===== src/rtl/rb_sequencer.sv =====
// rb_sequencer: microprogram sequencer for the 16x8 register bank and its ALU.
// Fetches from a synchronous ROM; every instruction runs FETCH, DECODE, EXEC.
module rb_sequencer #(
   parameter int PC_W = 8
) (
   input  logic            clk,
   input  logic            reset,
   input  logic            start,
   input  logic [15:0]     instr,
   input  logic [7:0]      ALUout,
   output logic [PC_W-1:0] pc,
   output logic [2:0]      InMuxAdd,
   output logic [3:0]      OutMuxAdd,
   output logic [3:0]      RegAdd,
   output logic            WE,
   output logic [7:0]      CUconst,
   output logic [3:0]      ALUsel,
   output logic            busy,
   output logic            done,
   output logic            illegal
);

   typedef enum logic [2:0] {
      S_IDLE,
      S_FETCH,
      S_DECODE,
      S_EXEC,
      S_DONE
   } state_t;

   localparam logic [3:0] OP_LDA  = 4'h1;
   localparam logic [3:0] OP_LDB  = 4'h2;
   localparam logic [3:0] OP_LDI  = 4'h3;
   localparam logic [3:0] OP_MOV  = 4'h4;
   localparam logic [3:0] OP_ALU  = 4'h5;
   localparam logic [3:0] OP_JMP  = 4'h6;
   localparam logic [3:0] OP_JZ   = 4'h7;
   localparam logic [3:0] OP_HALT = 4'hF;

   state_t     state;
   logic [3:0] ir_op;
   logic [7:0] ir_imm;
   logic       z;
   logic [3:0] op;

   assign op = instr[15:12];

   // Bank controls are loaded on the same edge as IR, so during EXEC they equal
   // the decode of IR and they hold their value outside EXEC.
   always_ff @(posedge clk or negedge reset) begin
      if (!reset) begin
         state     <= S_IDLE;
         pc        <= '0;
         ir_op     <= '0;
         ir_imm    <= '0;
         z         <= 1'b0;
         InMuxAdd  <= '0;
         OutMuxAdd <= '0;
         RegAdd    <= '0;
         CUconst   <= '0;
         ALUsel    <= '0;
         WE        <= 1'b0;
         busy      <= 1'b0;
         done      <= 1'b0;
         illegal   <= 1'b0;
      end else begin
         // NOTE: WE is a one-cycle registered strobe; clearing it by default confines it to EXEC.
         WE <= 1'b0;
         unique case (state)
            S_IDLE, S_DONE: begin
               if (start) begin
                  state   <= S_FETCH;
                  pc      <= '0;
                  z       <= 1'b0;
                  illegal <= 1'b0;
                  busy    <= 1'b1;
                  done    <= 1'b0;
               end
            end
            S_FETCH: state <= S_DECODE;
            S_DECODE: begin
               state     <= S_EXEC;
               ir_op     <= op;
               ir_imm    <= instr[7:0];
               RegAdd    <= instr[11:8];
               OutMuxAdd <= instr[3:0];
               ALUsel    <= instr[3:0];
               CUconst   <= instr[7:0];
               WE        <= (op >= OP_LDA) && (op <= OP_ALU);
               if ((op > OP_JZ) && (op < OP_HALT)) illegal <= 1'b1;
               case (op)
                  OP_LDA:  InMuxAdd <= 3'd0;
                  OP_LDB:  InMuxAdd <= 3'd1;
                  OP_LDI:  InMuxAdd <= 3'd2;
                  OP_ALU:  InMuxAdd <= 3'd3;
                  OP_MOV:  InMuxAdd <= 3'd4;
                  default: ;
               endcase
            end
            S_EXEC: begin
               if (ir_op == OP_ALU) z <= (ALUout == 8'd0);
               if (ir_op == OP_HALT) begin
                  state <= S_DONE;
                  busy  <= 1'b0;
                  done  <= 1'b1;
               end else begin
                  state <= S_FETCH;
                  if ((ir_op == OP_JMP) || ((ir_op == OP_JZ) && z))
                     pc <= PC_W'(ir_imm);
                  else
                     pc <= pc + 1'b1;
               end
            end
            default: state <= S_IDLE;
         endcase
      end
   end

endmodule


===== config.mk =====
export PLATFORM = sky130hd
export DESIGN_NAME = rb_sequencer
export DESIGN_NICKNAME = d
export VERILOG_FILES = /design/src/rtl/rb_sequencer.sv
export SDC_FILE = /design/constraint.sdc
export NUM_CORES = 1
export LEC_CHECK = 0
export CAP_MARGIN = 30
export CORE_MARGIN = 1.5
export CORE_UTILIZATION = 25
export CTS_BUF_LIST = sky130_fd_sc_hd__clkbuf_4 sky130_fd_sc_hd__clkbuf_8
export DETAILED_ROUTE_END_ITERATION = 7
export GPL_TIMING_DRIVEN = 0
export PLACE_DENSITY_LB_ADDON = 0.15
export SETUP_SLACK_MARGIN = 0.1
export SLEW_MARGIN = 25
export SYNTH_ARGS = -nofsm -noshare
export SYNTH_HDL_FRONTEND = slang
export SYNTH_SLANG_ARGS = --single-unit

===== constraint.sdc =====
create_clock -name clk -period 5.7 [get_ports clk]
set_clock_uncertainty 0.2 [all_clocks]
set_input_delay 1.14 -clock clk [delete_from_list [all_inputs] [get_ports clk]]
set_output_delay 1.14 -clock clk [all_outputs]
set_load 0.01 [all_outputs]

== Word level (Yosys, flattened, before mapping) ==
Index checks and enable logic that the tools add are counted.
W data, S select, Z words.
Storage, ports and cells
  bits in registers: 39
  input bits: 27
  output and inout bits: 35
  word-level logic and storage cells: 69
Operators by class
  add/sub/neg operators: 1
  order comparisons: 4
  eq/ne operators: 18
  mux-type cells: 19
  reductions and logical operators: 15
Operators with widths (count)
  $mux W8: 3
  $eq A4 B3 Y1 const B: 5
  $pmux W8 S2: 1
  $pmux W3 S5: 1
  $pmux W3 S4: 1
  $reduce_and A3 Y1: 4
  $ne A2 B2 Y1 const B: 5
  $add A8 B1 Y8 const B: 1
  $eq A4 B2 Y1 const B: 2
  $logic_not A8 Y1: 1
  $pmux W1 S2: 4
  $mux W1: 7
  $eq A3 B2 Y1 const B: 2
  $mux W3: 2
  $reduce_bool A5 Y1: 1
  $eq A4 B1 Y1 const B: 1
  $eq A4 B4 Y1 const B: 1
  $ge A4 B1 Y1 const B: 1
  $gt A4 B3 Y1 const B: 1
  $le A4 B3 Y1 const B: 1
  $lt A4 B4 Y1 const B: 1
  $reduce_bool A2 Y1: 2
  $eq A3 B1 Y1 const B: 1
  $eq A3 B3 Y1 const B: 1
  other kinds (5): 7

== Longest topological paths before layout ==
Gate-level depths: netlist of run 1.
  word-level depth: 6
  depth in mapped cells: 6
  depth with buffers taken out: 5

== Worst setup path after synthesis of run 1 ==
OpenSTA, ideal clock, no wires.
  path kind: in2reg
  start point: input port start
  end point: register pc[5]
  library setup time: 126 ps
  arrival: 1967 ps
  data required time: 5374 ps
  setup slack: 3406 ps
  stages: 3
  path buffers: 0
  cells stage by stage: nor3b_1 > nor2_1 > a221o_1
Between the ends
  word-level cells in the longest chain between the ends: 2
RTL lines
  start: declaration: RTL line 8  | input logic start,
  $ne A2 B2 Y1 (no source line)
  $reduce_and A3 Y1 (no source line)
  end signal: assignment: RTL line 109  | pc <= PC_W'(ir_imm);
  end signal: assignment: RTL line 111  | pc <= pc + 1'b1;
  end: declaration: RTL line 11  | output logic [PC_W-1:0] pc,
Every way passes these cells.
A chain may end at the register's enable or synchronous reset.

== Final worst setup path of run 1 ==
  start point: input port start
  end point: register pc[4]
The elaborated chain is that of the path after synthesis.

==> results of run 1 <==
sequential cells by signal, indices dropped and copies added (netlist names):
name and count:
pc 8, ir_imm 5, RegAdd 4, ir_op 4, ALUsel 3, InMuxAdd 3
state 3, WE 1, busy 1, done 1, illegal 1, z 1
worst min path at each step:
| stage | slack [ps] | endpoint | depth (start not counted) |
|---|---|---|---|
| after global placement | 290 | illegal$_DFFE_PN0P_ | 2 |
| after detailed placement | 290 | InMuxAdd[1]$_DFFE_PN0P_ | 1 |
| after CTS | 310 | InMuxAdd[1]$_DFFE_PN0P_ | 1 |
| after floorplan | 290 | z$_DFFE_PN0P_ | 2 |
| final | 300 | done$_DFFE_PN0P_ | 2 |
| after global routing | 330 | RegAdd[3]$_DFFE_PN0P_ | 1 |
worst min-delay path: stages, from the launching register on:
cell and delay (ps):
sky130_fd_sc_hd__dfrtp_1 350, sky130_fd_sc_hd__nor2_1 50, sky130_fd_sc_hd__nor2_1 70
routing by layer:
metal / track usage (%) / part of all wire [%] / up-vias
li1: - / - / 688
met1: 16.13 / 48 / 637
met2: 18.47 / 44 / 38
met3: 3.524 / 5.9 / 7
met4: 4.839 / 1.5 / 0
met5: 0 / 0 / -
placed cells by master, fill, tap and decap left out, drive strengths merged, types with 2 or more instances in the layout:
cell	n
a21oi	4
a221o	3
a31o	3
a31oi	2
a32o	2
and3	4
buf	14
clkbuf	7
clkdlybuf4s50	59
clkinv	3
dfrtp	35
inv	6
mux2	18
mux2i	5
nand2	8
nand3	4
nand3b	2
nor2	14
nor2b	4
nor3	2
nor3b	2
nor4	2
o211ai	2
o21ai	2
o2bb2ai	3
o31ai	3
xnor2	3
kinds of logic (layout without fill, tap and decap cells):
logic type	count (synthesis)	count (layout)	synth area share (%)
flip-flops	35	35	50.47
XOR/XNOR	4	4	2.019
AO/OA/AOI/OAI	26	26	11.39
buffers and inverters	20	89	6.560
multiplexers	23	23	14.56
adder cells (fa/ha/maj)	1	1	0.7209
AND/OR/NAND/NOR	46	46	14.28
power breakdown:
group          internal, uW  total, uW  leakage, uW  switching [uW]
logic                   411        682     0.000583             272
clock network          83.6        176    0.0000477            92.6
registers               357        454     0.000429            97.5
area by class of cell:
cell class	instances	share of cell area [%]
sequential	35	34.55
clock buffer	5	2.715
multi-input combinational	100	29.42
buffer	14	3.603
timing repair buffer	61	24.28
clock inverter	3	0.5923
inverter	6	0.8885
tap	80	3.949
through the flow:
step / utilization, % / cells / setup WS (ps) / area [um^2] / power, uW
floorplan: - / 155 / 3406 / 1735 / 824.9
global placement: 36.06 / 295 / 2375 / 2436 / 1148
detailed placement: 36.28 / 296 / 2482 / 2451 / 1153
CTS: 37.52 / 304 / 2812 / 2535 / 1336
global route: 37.52 / 304 / 2636 / 2535 / 1417
finish: 37.52 / 304 / 2850 / 2535 / 1313
==> results.json, run 1 <==
{
  "drc": 0,
  "cts_tree": "yes",
  "startpoint": "start",
  "synth_cell_types": 36,
  "finalHoldWorstSlack_ps": 299.6,
  "netlist_top_cells_area": "sky130_fd_sc_hd__dfrtp_1, sky130_fd_sc_hd__mux2_2, sky130_fd_sc_hd__buf_4",
  "setup.worst_path.start_class": "input pin",
  "io_pins": 62,
  "place_congestion": 0.7252,
  "crit_chain": "clkdlybuf4s50_1, nor3b_1, nor2_1, a221o_1",
  "total_grt_usage_pct": 12.09,
  "synth.most_common_cell": "sky130_fd_sc_hd__dfrtp_1",
  "crit_family": "simple AND/OR/NAND/NOR gates",
  "netlist_instances": 155,
  "holdCritStartpoint": "done$_DFFE_PN0P_",
  "netlist.area_leader.share_pct": 50.47,
  "die_w_um": 86.32,
  "synth_area_per_inst_um2": 11.20,
  "worst-endpoint-arrival_ps": 2820,
  "max_cap_violations": 0,
  "clock_tree.root_cell": "sky130_fd_sc_hd__clkbuf_8",
  "final.period_utilization_pct": 50.00,
  "part_of_the_yosys_area_used_for_sequential_elements_pct": 50.47,
  "holdCritPathClass": "flip-flop to flip-flop",
  "timing.rr.start": "state[0]$_DFFE_PN0P_",
  "postCtsResizedCells": 0,
  "post_layout_net_count": 251,
  "setup_violations": 0,
  "maxSlewViolCount": 0,
  "synth-async-reset-ratio_pct": 100.0,
  "grt_first_pass_wirelength_mm": 6.900,
  "vdd_drop_max_mv": 0.1514,
  "critical_path.n_buffers_inverters": 1,
  "setup.worst_path.end_class": "flip-flop",
  "clock_latency_ps": 290,
  "fmaxAchievable_mhz": 350.9,
  "detailedRoute.firstIterationViolations": 42,
  "firstDrtPassIters": 4,
  "final-seq-area_um2": 875.8,
  "yosysWarningCount": 0,
  "number_of_antenna_violations_at_the_first_check_in_global_routing": 0,
  "area_growth_pct": 46.07,
  "finalWorstPathRequiredPeriod_ps": 2850,
  "cts.repair_timing.setup_buffer_count": 0,
  "holdBufCountCts": 0,
  "floorplan.rows": 30,
  "multi_input_area_um2": 745.7,
  "unrepaired_setup_endpoints_after_global_routing": "no",
  "antennaDiodeCount": 0,
  "synth_top_flop_cell": "sky130_fd_sc_hd__dfrtp_1",
  "slowest_stage": "sky130_fd_sc_hd__nor3b_1",
  "floorplan.die_area_um2": 7450,
  "synth_common_cells": "sky130_fd_sc_hd__dfrtp_1, sky130_fd_sc_hd__mux2_2, sky130_fd_sc_hd__nor2_1",
  "clock_buffers_created_by_tritoncts": 5,
  "grt-ovfl-total": 0,
  "h-tree-depth": 2,
  "totalNegativeSetupSlack_ps": 0,
  "finalHoldViolations": 0,
  "wl_mm": 4.102,
  "floorplan.core_area_um2": 6756,
  "dr_total_vias": 1370,
  "initial_standard_cell_utilization_of_the_core_pct": 25.69,
  "drt-wirelength-per-cell_um": 13.49,
  "crit-reg2reg-capture": "ir_imm[4]$_DFFE_PN0P_",
  "yosys_register_bits": 35,
  "layout_cells_sized_above_1_pct": 20.54,
  "timing_worst_slew_pin_value_ps": 680.1,
  "chipHeight_um": 86.32,
  "avgViaCountPerCell": 4.507,
  "power-per-cell-area_nw_per_um2": 517.8,
  "port_buffers": 60,
  "edff_count_synth": 0,
  "detailedPlacementHpwl_mm": 3.058,
  "postRouteAntennaNets": 0,
  "numClockSinks": 35,
  "post_synth_instance_area_um2": 1735,
  "crit_type": "input pin to flip-flop",
  "setup.reg_to_reg.worst_slack_ps": 3610,
  "timing.critical_path.depth": 4,
  "p_leak_uw": 0.001059,
  "postSynthNetCount": 183,
  "synth_top_cell_by_area": "sky130_fd_sc_hd__dfrtp_1",
  "required_ps": 5670,
  "critical_path_peak_fanout": 5,
  "crit_end": "pc[4]$_DFFE_PN0P_",
  "ctsLongestPathBuffers": 2,
  "first_global_vias": 1375,
  "worst_setup_hold_path_clk_slew_ps": 70,
  "status": "completed",
  "n_fill_cell": 668,
  "largest_stage_delay_worst_path_ps": 590,
  "timing.slew.headroom_pct": 54.56,
  "worstRegToRegCells": 4,
  "pin_count_of_the_biggest_net_entering_global_routing": 28
}
Note: power is estimated with default switching activity, not from simulation.
==> run 2: changes to the inputs <==
==> constraint.sdc (replaced) <==
create_clock -name clk -period 2.4 [get_ports clk]
set_clock_uncertainty 0.2 [all_clocks]
set_input_delay 0.48 -clock clk [delete_from_list [all_inputs] [get_ports clk]]
set_output_delay 0.48 -clock clk [all_outputs]
set_load 0.01 [all_outputs]
==> run 2 against run 1 <==
Against the previous run:
- worst hold slack stayed put
- worst setup slack lost 2500 ps
- largest power group unchanged
- largest cell class unchanged
- global-route usage stayed put
- count of clock-buffer cells in the layout stayed put
- critical endpoint is now ir_imm[4]$_DFFE_PN0P_
- power increased by 140%
==> results.json, run 2 (synthesis results as in run 1) <==
{
  "cts_tree": "yes",
  "layout_cells_sized_above_1_pct": 20.89,
  "status": "completed",
  "setup.reg_to_reg.worst_slack_ps": 300,
  "numClockSinks": 35,
  "timing.rr.start": "state[0]$_DFFE_PN0P_",
  "critical_path.n_buffers_inverters": 2,
  "die_w_um": 86.32,
  "max_cap_violations": 0,
  "ctsLongestPathBuffers": 2,
  "floorplan.rows": 30,
  "io_pins": 62,
  "finalHoldViolations": 0,
  "first_global_vias": 1375,
  "crit_chain": "buf_2, nor3b_4, buf_2, mux2_2",
  "worstRegToRegCells": 4,
  "clock_tree.root_cell": "sky130_fd_sc_hd__clkbuf_8",
  "place_congestion": 0.7252,
  "final_common_cell": "sky130_fd_sc_hd__clkdlybuf4s50_1",
  "crit-reg2reg-capture": "ir_imm[4]$_DFFE_PN0P_",
  "largest_stage_delay_worst_path_ps": 470,
  "antennaDiodeCount": 0,
  "worst_hold_path.num_cells": 2,
  "total_grt_usage_pct": 12.09,
  "worst_setup_hold_path_clk_slew_ps": 70,
  "number_of_antenna_violations_at_the_first_check_in_global_routing": 0,
  "postRouteAntennaNets": 0,
  "grt-ovfl-total": 0,
  "timing.critical_path.depth": 4,
  "area_growth_pct": 46.94,
  "finalHoldWorstSlack_ps": 299.6,
  "wl_mm": 4.102,
  "slowest_stage": "sky130_fd_sc_hd__nor3b_4",
  "chipHeight_um": 86.32,
  "detailedPlacementHpwl_mm": 3.058,
  "crit_family": "buffers and inverters",
  "avgViaCountPerCell": 4.508,
  "floorplan.core_area_um2": 6756,
  "n_fill_cell": 666,
  "drt-wirelength-per-cell_um": 13.45,
  "dr_total_vias": 1375,
  "timing.slew.headroom_pct": 67.01,
  "vdd_drop_max_mv": 0.3596,
  "setup.worst_path.end_class": "flip-flop",
  "worst_path_most_repeated_cell": "sky130_fd_sc_hd__buf_2",
  "firstDrtPassIters": 4,
  "initial_standard_cell_utilization_of_the_core_pct": 25.69,
  "grt_first_pass_wirelength_mm": 6.900,
  "crit_type": "flip-flop to flip-flop",
  "reg_top3": "pc (8), ir_imm (5)",
  "worst-endpoint-arrival_ps": 2070,
  "holdCritStartpoint": "done$_DFFE_PN0P_",
  "multi_input_area_um2": 750.7,
  "fin_total_pwr_uw": 3123,
  "floorplan.die_area_um2": 7450,
  "min_delay_worst_endpoint": "done$_DFFE_PN0P_",
  "unrepaired_setup_endpoints_after_global_routing": "no",
  "finalWorstPathRequiredPeriod_ps": 2095,
  "setup.worst_path.start_class": "flip-flop",
  "setup_violations": 0,
  "post_layout_net_count": 252,
  "critical_path_peak_fanout": 10,
  "largest_reg_flops": 8,
  "h-tree-depth": 2,
  "totalNegativeSetupSlack_ps": 0,
  "fmaxAchievable_mhz": 477.3,
  "mostFrequentLayoutCells": "sky130_fd_sc_hd__clkdlybuf4s50_1, sky130_fd_sc_hd__dfrtp_1, sky130_fd_sc_hd__mux2_2",
  "required_ps": 2380,
  "p_leak_uw": 0.001065,
  "cts.repair_timing.setup_buffer_count": 0,
  "timing_worst_slew_pin_value_ps": 494.4,
  "power-per-cell-area_nw_per_um2": 1225,
  "final-seq-area_um2": 875.8,
  "clock_buffers_created_by_tritoncts": 5,
  "port_buffers": 60,
  "holdCritPathClass": "flip-flop to flip-flop",
  "maxSlewViolCount": 0,
  "final.period_utilization_pct": 87.30,
  "detailedRoute.firstIterationViolations": 40,
  "drc": 0,
  "largest-register": "pc",
  "clock_latency_ps": 290,
  "pin_count_of_the_biggest_net_entering_global_routing": 28
}
-- run 2: cell types whose count changed in the layout (fill, tap and decap cells not counted), sizes merged --
cell,delta
dlygate4sd3,+1
-- run 2: cell type report --
class | count | area share [%]
Buffer | 14 | 3.582
Clock buffer | 5 | 2.699
Clock inverter | 3 | 0.5888
Inverter | 6 | 0.8832
Multi-Input combinational cell | 100 | 29.44
Sequential cell | 35 | 34.35
Tap cell | 80 | 3.925
Timing Repair Buffer | 62 | 24.53
-- run 2: worst max-delay path by stage --
stage | from | endpoint | slack, ps
2_1_floorplan | state[0]$_DFFE_PN0P_ | RegAdd[0]$_DFFE_PN0P_ | 620
3_3_place_gp | reset | RegAdd[0]$_DFFE_PN0P_ | -270
3_5_place_dp | start | pc[4]$_DFFE_PN0P_ | -160
4_1_cts | start | pc[4]$_DFFE_PN0P_ | 170
5_1_grt | state[0]$_DFFE_PN0P_ | ir_imm[4]$_DFFE_PN0P_ | 170
6_report | state[0]$_DFFE_PN0P_ | ir_imm[4]$_DFFE_PN0P_ | 300
-- run 2: layer usage --
metal	vias to the layer above	wire, um	global-route usage, %
met1	639	1980	16.13
met4	0	61	4.839
met5	-	0	0
met3	7	243	3.524
li1	691	-	-
met2	38	1817	18.47
-- run 2: where the power goes --
part           total (uW)  switching [uW]  internal [uW]
Combinational        1620             647            977
Sequential           1080             233            847
Clock                 419             220            199
Total                3120            1100           2020
-- run 2: metrics by stage --
step	utilization, %	cells	setup WS [ps]	cell area (um^2)
after detailed placement	36.28	296	-158.4	2451
after floorplan	-	155	616.6	1735
after global routing	37.74	305	171.7	2550
after CTS	37.67	305	172.3	2545
after global placement	36.06	295	-265.0	2436
final	37.74	305	304.9	2550
-- run 2: worst register-to-register path: stages (launching register included) --
cell	delay [ps]
sky130_fd_sc_hd__dfrtp_1	360
sky130_fd_sc_hd__buf_2	180
sky130_fd_sc_hd__nor3b_4	470
sky130_fd_sc_hd__buf_2	400
sky130_fd_sc_hd__mux2_2	380
-- run 2: repair_timing --
action	CTS	global route
endpoints found under the setup margin	0	3
gates resized for setup	0	1
hold endpoints to repair	8	0
hold buffers	1	0
